### config.mk
export PLATFORM = sky130hd
export DESIGN_NAME = change_dispenser_flat
export DESIGN_NICKNAME = d
export VERILOG_FILES = /design/src/rtl/change_dispenser_if.sv /design/src/rtl/change_dispenser.sv /design/src/flat_wrapper.sv
export SDC_FILE = /design/constraint.sdc
export NUM_CORES = 1
export LEC_CHECK = 0
export ABC_AREA = 1
export BUFFER_PORTS_ARGS = -buffer_cell sky130_fd_sc_hd__buf_2
export CORE_UTILIZATION = 45
export CTS_CLUSTER_DIAMETER = 50
export CTS_CLUSTER_SIZE = 25
export DETAILED_ROUTE_END_ITERATION = 8
export PLACE_DENSITY = 0.85
export RECOVER_POWER = 100
export SLEW_MARGIN = 20
export SYNTH_ARGS = -nofsm -noshare
export SYNTH_HDL_FRONTEND = slang
export SYNTH_SLANG_ARGS = --single-unit
### constraint.sdc
create_clock -name clk -period 1.3 [get_ports clk]
set_clock_uncertainty 0.1 [all_clocks]
set_input_delay 0.26 -clock clk [delete_from_list [all_inputs] [get_ports clk]]
set_output_delay 0.26 -clock clk [all_outputs]
set_load 0.03 [all_outputs]
### src/rtl/change_dispenser_if.sv
// Vend-result, solenoid and coin-hopper signals of the change dispenser.
// master = vending core / hopper side, slave = change_dispenser.
interface change_dispenser_if #(
  parameter int ITEM_W  = 3,
  parameter int MONEY_W = 3
);
  logic               vend_valid;
  logic [ITEM_W-1:0]  item;
  logic [MONEY_W-1:0] remaining_money;
  logic               vend_ready;
  logic               item_release;
  logic [ITEM_W-1:0]  item_code;
  logic               coin_req;
  logic               hopper_ack;
  logic [MONEY_W-1:0] coins_left;
  logic               done;
  logic               fault;

  modport master (
    output vend_valid, item, remaining_money, hopper_ack,
    input  vend_ready, item_release, item_code, coin_req, coins_left, done, fault
  );

  modport slave (
    input  vend_valid, item, remaining_money, hopper_ack,
    output vend_ready, item_release, item_code, coin_req, coins_left, done, fault
  );
endinterface

### src/rtl/change_dispenser.sv
// Executes a vend result: strobes the item solenoid, then pays change one coin per hopper req/ack.
// Optional CHANGE_DISPENSER_TIMEOUT_EN adds a hopper ack watchdog with a sticky fault.
module change_dispenser #(
  parameter int ITEM_W         = 3,
  parameter int MONEY_W        = 3,
  parameter int RELEASE_CYCLES = 2,
  parameter int ACK_TIMEOUT    = 15
) (
  input  logic              clk,
  input  logic              rst,
  change_dispenser_if.slave bus
);

  typedef enum logic [2:0] {
    IDLE, RELEASE, PAY_REQ, PAY_WAIT, DONE, FAULT
  } state_e;

  localparam logic [3:0] REL_LAST = 4'(RELEASE_CYCLES - 1);

  state_e             state;
  state_e             state_next;
  logic [ITEM_W-1:0]  item_code_q;
  logic [MONEY_W-1:0] coins_q;
  logic [3:0]         rel_cnt;
  logic               accept;
  logic               timed_out;

  assign accept = (state == IDLE) && bus.vend_valid;

  // NOTE: every register is written with <= so all flops sample the same pre-edge values.
  always_ff @(posedge clk) begin
    if (rst) state <= IDLE;
    else     state <= state_next;
  end

  always_ff @(posedge clk) begin
    if (rst) begin
      item_code_q <= '0;
      coins_q     <= '0;
      rel_cnt     <= '0;
    end else begin
      if (accept) begin
        item_code_q <= bus.item;
        coins_q     <= bus.remaining_money;
      end else if (state == DONE) begin
        item_code_q <= '0;
      end
      if (state == PAY_REQ && bus.hopper_ack && coins_q != '0)
        coins_q <= coins_q - 1'b1;
      if (state == RELEASE) rel_cnt <= rel_cnt + 1'b1;
      else                  rel_cnt <= '0;
    end
  end

`ifdef CHANGE_DISPENSER_TIMEOUT_EN
  logic [7:0] wait_cnt;

  // Restarts on every state change, so each request and each ack release gets its own budget.
  always_ff @(posedge clk) begin
    if (rst)                                        wait_cnt <= '0;
    else if (state_next != state)                   wait_cnt <= '0;
    else if (state == PAY_REQ || state == PAY_WAIT) wait_cnt <= wait_cnt + 1'b1;
  end

  assign timed_out = (wait_cnt == 8'(ACK_TIMEOUT - 1));
  assign bus.fault = (state == FAULT);
`else
  assign timed_out = 1'b0;
  assign bus.fault = 1'b0;
`endif

  // NOTE: defaults first so no path through the case leaves a signal unassigned (no latches).
  always_comb begin
    state_next       = state;
    bus.vend_ready   = 1'b0;
    bus.item_release = 1'b0;
    bus.coin_req     = 1'b0;
    bus.done         = 1'b0;
    case (state)
      IDLE: begin
        bus.vend_ready = 1'b1;
        if (bus.vend_valid) begin
          if (bus.item != '0)                 state_next = RELEASE;
          else if (bus.remaining_money != '0) state_next = PAY_REQ;
          else                                state_next = DONE;
        end
      end
      RELEASE: begin
        bus.item_release = 1'b1;
        if (rel_cnt == REL_LAST) state_next = (coins_q != '0) ? PAY_REQ : DONE;
      end
      PAY_REQ: begin
        bus.coin_req = 1'b1;
        if (bus.hopper_ack)  state_next = PAY_WAIT;
        else if (timed_out)  state_next = FAULT;
      end
      PAY_WAIT: begin
        if (!bus.hopper_ack) state_next = (coins_q != '0) ? PAY_REQ : DONE;
        else if (timed_out)  state_next = FAULT;
      end
      DONE: begin
        bus.done   = 1'b1;
        state_next = IDLE;
      end
      FAULT:   state_next = FAULT;
      default: state_next = IDLE;
    endcase
  end

  assign bus.item_code  = item_code_q;
  assign bus.coins_left = coins_q;

endmodule

### src/flat_wrapper.sv
// flat-port wrapper written by rule: the top's interface ports become plain ports
module change_dispenser_flat 
#(
  parameter int ITEM_W         = 3,
  parameter int MONEY_W        = 3,
  parameter int RELEASE_CYCLES = 2,
  parameter int ACK_TIMEOUT    = 15
)
  (clk, rst, bus_vend_valid, bus_item, bus_remaining_money, bus_hopper_ack, bus_vend_ready, bus_item_release, bus_item_code, bus_coin_req, bus_coins_left, bus_done, bus_fault);
  change_dispenser_if #(.ITEM_W(ITEM_W), .MONEY_W(MONEY_W)) bus_i ();
  input  logic clk;
  input  logic rst;
  input wire logic [$bits(bus_i.vend_valid)-1:0] bus_vend_valid;
  input wire logic [$bits(bus_i.item)-1:0] bus_item;
  input wire logic [$bits(bus_i.remaining_money)-1:0] bus_remaining_money;
  input wire logic [$bits(bus_i.hopper_ack)-1:0] bus_hopper_ack;
  output wire logic [$bits(bus_i.vend_ready)-1:0] bus_vend_ready;
  output wire logic [$bits(bus_i.item_release)-1:0] bus_item_release;
  output wire logic [$bits(bus_i.item_code)-1:0] bus_item_code;
  output wire logic [$bits(bus_i.coin_req)-1:0] bus_coin_req;
  output wire logic [$bits(bus_i.coins_left)-1:0] bus_coins_left;
  output wire logic [$bits(bus_i.done)-1:0] bus_done;
  output wire logic [$bits(bus_i.fault)-1:0] bus_fault;
  assign bus_i.vend_valid = bus_vend_valid;
  assign bus_i.item = bus_item;
  assign bus_i.remaining_money = bus_remaining_money;
  assign bus_i.hopper_ack = bus_hopper_ack;
  assign bus_vend_ready = bus_i.vend_ready;
  assign bus_item_release = bus_i.item_release;
  assign bus_item_code = bus_i.item_code;
  assign bus_coin_req = bus_i.coin_req;
  assign bus_coins_left = bus_i.coins_left;
  assign bus_done = bus_i.done;
  assign bus_fault = bus_i.fault;
  change_dispenser #(.ITEM_W(ITEM_W), .MONEY_W(MONEY_W), .RELEASE_CYCLES(RELEASE_CYCLES), .ACK_TIMEOUT(ACK_TIMEOUT)) u_core (.clk(clk), .rst(rst), .bus(bus_i));
endmodule
Word-level counts from Yosys, hierarchy flattened --
Cells that the tools add are included.
Storage, ports and cells: output and inout bits 11, bits in registers 13
Operators by class: equal/unequal tests 10, multiplexer cells 16, reduce and logical (&&, ||, !) cells 11, bitwise logic cells 1, $add $sub $neg 2
Operators with widths (number):
- 3-bit two-way mux | 11
- 3-bit case mux with 5 select lines | 1
- 3-bit nonzero test | 3
- 2-bit != test (second input constant) | 4
- 3-bit by 2-bit == test with 1-bit output (second input constant) | 2
- 3-bit == test (second input constant) | 2
- 4-bit by 1-bit adder with 4-bit output (second input constant) | 1
- 4-bit by 1-bit == test with 1-bit output (second input constant) | 1
- 1-bit two-way mux | 4
- 4-bit AND reduction | 1
- 2-bit nonzero test | 2
- 3-bit by 1-bit == test with 1-bit output (second input constant) | 1
- 1-bit logical AND | 3
- 3-bit zero test | 1
- 3-bit by 1-bit subtractor with 3-bit output (second input constant) | 1
- 2-bit OR reduction | 1
- 1-bit inverter | 1

Depth between registers and ports, before layout --
depth after elaboration 5, mapped depth 10, mapped depth without buffers 10

Worst setup path after synthesis --
Ideal clock, no wire load.
path type register to register, from register u_core.state[1], to register u_core.item_code_q[0], in the netlist u_core.bus.item_code[0], data required time 1.070 ns, setup time 0.130 ns, stages on the path, launching flop included 6, setup slack -0.425 ns, period minus slack after synthesis 1.725 ns, buffers on the path 1, arrival time 1.494 ns, path through dfxtp_1 > buf_4 > nor3_1 > nor2_1 > nand2_1 > a21oi_1
On the way: longest elaborated chain between the ends 3
RTL lines:
- start, declared | RTL line change_dispenser.sv:20 | state_e state;
- start signal, assigned | RTL line change_dispenser.sv:33 | else state <= state_next;
- 3-bit zero test | RTL line change_dispenser.sv:28 | assign accept = (state == IDLE) && bus.vend_valid;
- 1-bit logical AND | RTL line change_dispenser.sv:28
- 3-bit two-way mux / 2-bit nonzero test (equally long branches)
- end signal, assigned | RTL line change_dispenser.sv:43 | item_code_q <= bus.item;
- end, declared | RTL line change_dispenser.sv:22 | logic [ITEM_W-1:0] item_code_q;
Parallel ways exist; a longest one is shown, timed or not. A chain may end at the register's enable or synchronous reset.

Worst setup path after layout --
from register u_core.coins_q[1], in the netlist u_core.bus.coins_left[1], to register u_core.coins_q[2], in the netlist u_core.bus.coins_left[2]
On the way: longest elaborated chain between the ends 3
RTL lines:
- start, declared | RTL line change_dispenser.sv:23 | logic [MONEY_W-1:0] coins_q;
- start signal, assigned | RTL line change_dispenser.sv:44 | coins_q <= bus.remaining_money;
- start signal, assigned | RTL line change_dispenser.sv:49 | coins_q <= coins_q - 1'b1;
- branches (longest 3 deep; another with 3-bit by 1-bit subtractor with 3-bit output)
Several ways; the timed one is not identified.

==> flow_summary.toml <==
[outcome]
outcome = "finished with violations"
violations = "setup timing"

[layout]
final.fill_count = 105
area_delta_synth_final_pct = 54.4
antenna_cells = 0
finish.instance_area_mm2 = 0.00117
drive_gt1_share_pct = 48.0
multiInputGateArea_um2 = 527
seq_area_um2 = 282
final-instance-count-excl-fill = 166
final_core_util_pct = 76.1
total_nets_final = 165

[critical_path]
critical_path.reg2reg.startpoint = "u_core.bus.coins_left[1]"
worst-path-max-fanout = 4
r2r.worst_path.cells = 9
endpoint_kind = "register"
timing.critical_path.from_type = "register"
crit-reg2reg-capture = "u_core.bus.coins_left[2]"
r2r_slack_ns = -0.14
critical_path_class = "register to register"
critical_path_arrival_ns = 1.50
timing.critical_path.required_ns = 1.37

[yosys]
synth_common_cells = "nand2_1 (28), nor2_1 (22), inv_1 (16), dfxtp_1 (13)"
synthDistinctLibCells = 20
yosysMostFrequentCell = "nand2_1"
dominant_register_cell_in_the_synthesized_netlist = "dfxtp_1"
yosys_warnings = 0
synth_area_leaders = "dfxtp_1 (34%), nand2_1 (14%), nor2_1 (11%)"
postSynth.asyncResetShare_pct = 0
post_synth_net_total = 131
synthesis.instances = 117
syn-mean-instance-area_um2 = 6.49
postSynthRegisterBits = 13
yosys.area.top_type_share_pct = 34.3
synth.yosys.seq_area_share_pct = 34.3
synth_enable_flop_cells = 0
yosysTopAreaCell = "dfxtp_1"
synthesis.area_um2 = 759

[route]
route.vias.total = 853
drt_first_iter_violations = 23
drt_first_pass_iters = 4
wl_per_cell_um = 12.5
routed_wl_mm = 2.07
mean_number_of_vias_per_cell = 5.14
detail_route.drc_violations = 0
ant_nets = 0

[cts]
worst_skew_pair.late_latency_ns = 0.27
htree_levels = 1
max-clock-path-buffers = 2
clock_sinks = 13
cts-root-buf = "clkbuf_4"
clk_transition_reported_paths_ns = 0.07
cts_inserted_buffers = 3
cts_tree = "done"

[die]
design.die.area_mm2 = 0.00186
core_mm2 = 0.00154
number_of_top_level_design_ports = 21
floorplan.rows = 14
dieHeight_um = 43.1
floorplan.initialDensity_pct = 49.3
die-width_um = 43.1

[min_path]
hold_class = "input port to register"
min_delay_worst_endpoint = "u_core.bus.item_code[1]"
timing.hold.worst.start = "bus_item[1]"
worstHoldPathCells = 3

[global_routing]
grt_first_pass_wirelength_mm = 2.90
antenna_found_initial = 0
overflow_left_after_global_routing = 0
grt_max_degree = 10
global_route.usage.total_pct = 21.0
first_global_vias = 699

[timing]
setup-tns-final_ns = -0.939
final_hold_viol_count = 0
grt_setup_unrepaired = "true"
setup_ws_ns = -0.137
setup_viol_count_final = 11
timing.final.max_slew_violations = 0
fmax_mhz = 696
post-route-period-util_pct = 111
period_minus_slack_ns = 1.44

[power]
ir_drop_uv = 1360
fraction_of_power_consumed_by_sequential_logic_pct = 25.6
p_clk_share_pct = 10.1
p_per_area_mw_per_mm2 = 2100
switching_share_pct = 46.0
pint_uw = 1330
combPwrFrac_pct = 64.3
power.net_switching_uw = 1140
leakage_uw = 0.000545

[job]
number_of_max_cap_violations = 0

[placement]
dp.final_hpwl_mm = 1.24
placed_cells_incl_taps = 152
gp_congestion = 0.930
placedInstanceArea_um2 = 925
numPortBuffers = 19
==> worst max path at each step <==
stage          slack (ns)                        to                     start
2_1_floorplan       -0.12   u_core.bus.item_code[0]           u_core.state[1]
3_3_place_gp        -0.08  u_core.bus.coins_left[2]  u_core.bus.coins_left[1]
3_5_place_dp        -0.14  u_core.bus.coins_left[2]  u_core.bus.coins_left[1]
4_1_cts             -0.13              bus_coin_req           u_core.state[0]
5_1_grt             -0.18  u_core.bus.coins_left[2]  u_core.bus.coins_left[1]
6_report            -0.14  u_core.bus.coins_left[2]  u_core.bus.coins_left[1]
==> critical path, cell delays in order, from the launching register on <==
cell	delay [ns]
dfxtp_4	0.36
inv_4	0.04
ha_4	0.15
ha_4	0.17
nor2_4	0.11
nand3_4	0.11
nand2_4	0.10
nor2_2	0.04
nor2_1	0.10
nor2_1	0.04
==> logic make-up (layout without fill, tap and decap cells) <==
group,after synthesis,count (layout),share of synthesized area [%]
other,1,1,0.494
adder cells (fa/ha/maj),4,4,6.59
AND/OR/NAND/NOR,65,65,38.2
AO/OA/AOI/OAI,12,12,7.91
buffers and inverters,21,54,11.4
flip-flops,13,13,34.3
XOR/XNOR,1,1,1.15
==> layout by cell type, fill, tap and decap left out, types with 2 or more instances in the layout <==
master     n
dfxtp_2    2
nor2_2     3
inv_1     12
nand2_2    4
buf_4     11
a21oi_2    2
nor2_4     5
buf_2     14
buf_6      6
o21ai_1    4
a21oi_1    4
clkbuf_4   3
nor2_1    16
nor3_2     2
dfxtp_1    6
o21ai_0    2
inv_2      2
nand3_1    5
nand2_1   23
nand2_4    3
inv_4      4
ha_4       2
ha_1       2
dfxtp_4    5
==> area by class of cell <==
cell class	instances	share of cell area [%]
tap	16	1.71
inverter	18	6.62
clock buffer	4	2.24
timing repair buffer	32	20.5
multi-input combinational	83	44.9
sequential	13	24.0
==> per-stage QoR <==
stage / worst slack (ns) / hold slack [ns] / power (µW)
global route: -0.176 / 0.152 / 2610
floorplan: -0.122 / 0.307 / 1360
global placement: -0.0825 / 0.348 / 1590
finish: -0.137 / 0.148 / 2470
detailed placement: -0.143 / 0.355 / 1610
CTS: -0.130 / 0.140 / 2250
==> repair_timing <==
item,4_1_cts,5_1_grt
setup buffers,8,2
pin swaps,12,9
hold buffers,0,0
setup endpoints to repair,8,13
resized for setup,30,17
==> metal layers <==
metal,global-route usage (%),up-vias,part of all wire (%)
met4,8.48,0,3.5
met2,36.1,40,51
met1,25.3,379,39
met5,0,-,0
li1,-,425,-
met3,4.26,9,5.6
==> flip-flops by register name (all words and copies together), names as in the netlist <==
signal	flops
u_core.state	3
u_core.bus.coins_left	3
u_core.rel_cnt	4
u_core.bus.item_code	3
==> power groups by stage <==
stage	combinational, µW	clock (µW)	sequential [µW]
2_1_floorplan	702	0	653
3_3_place_gp	1000	0	593
3_5_place_dp	1010	0	595
4_1_cts	1380	257	618
5_1_grt	1700	265	646
6_report	1590	249	632
(Power assumes the default switching activity.)
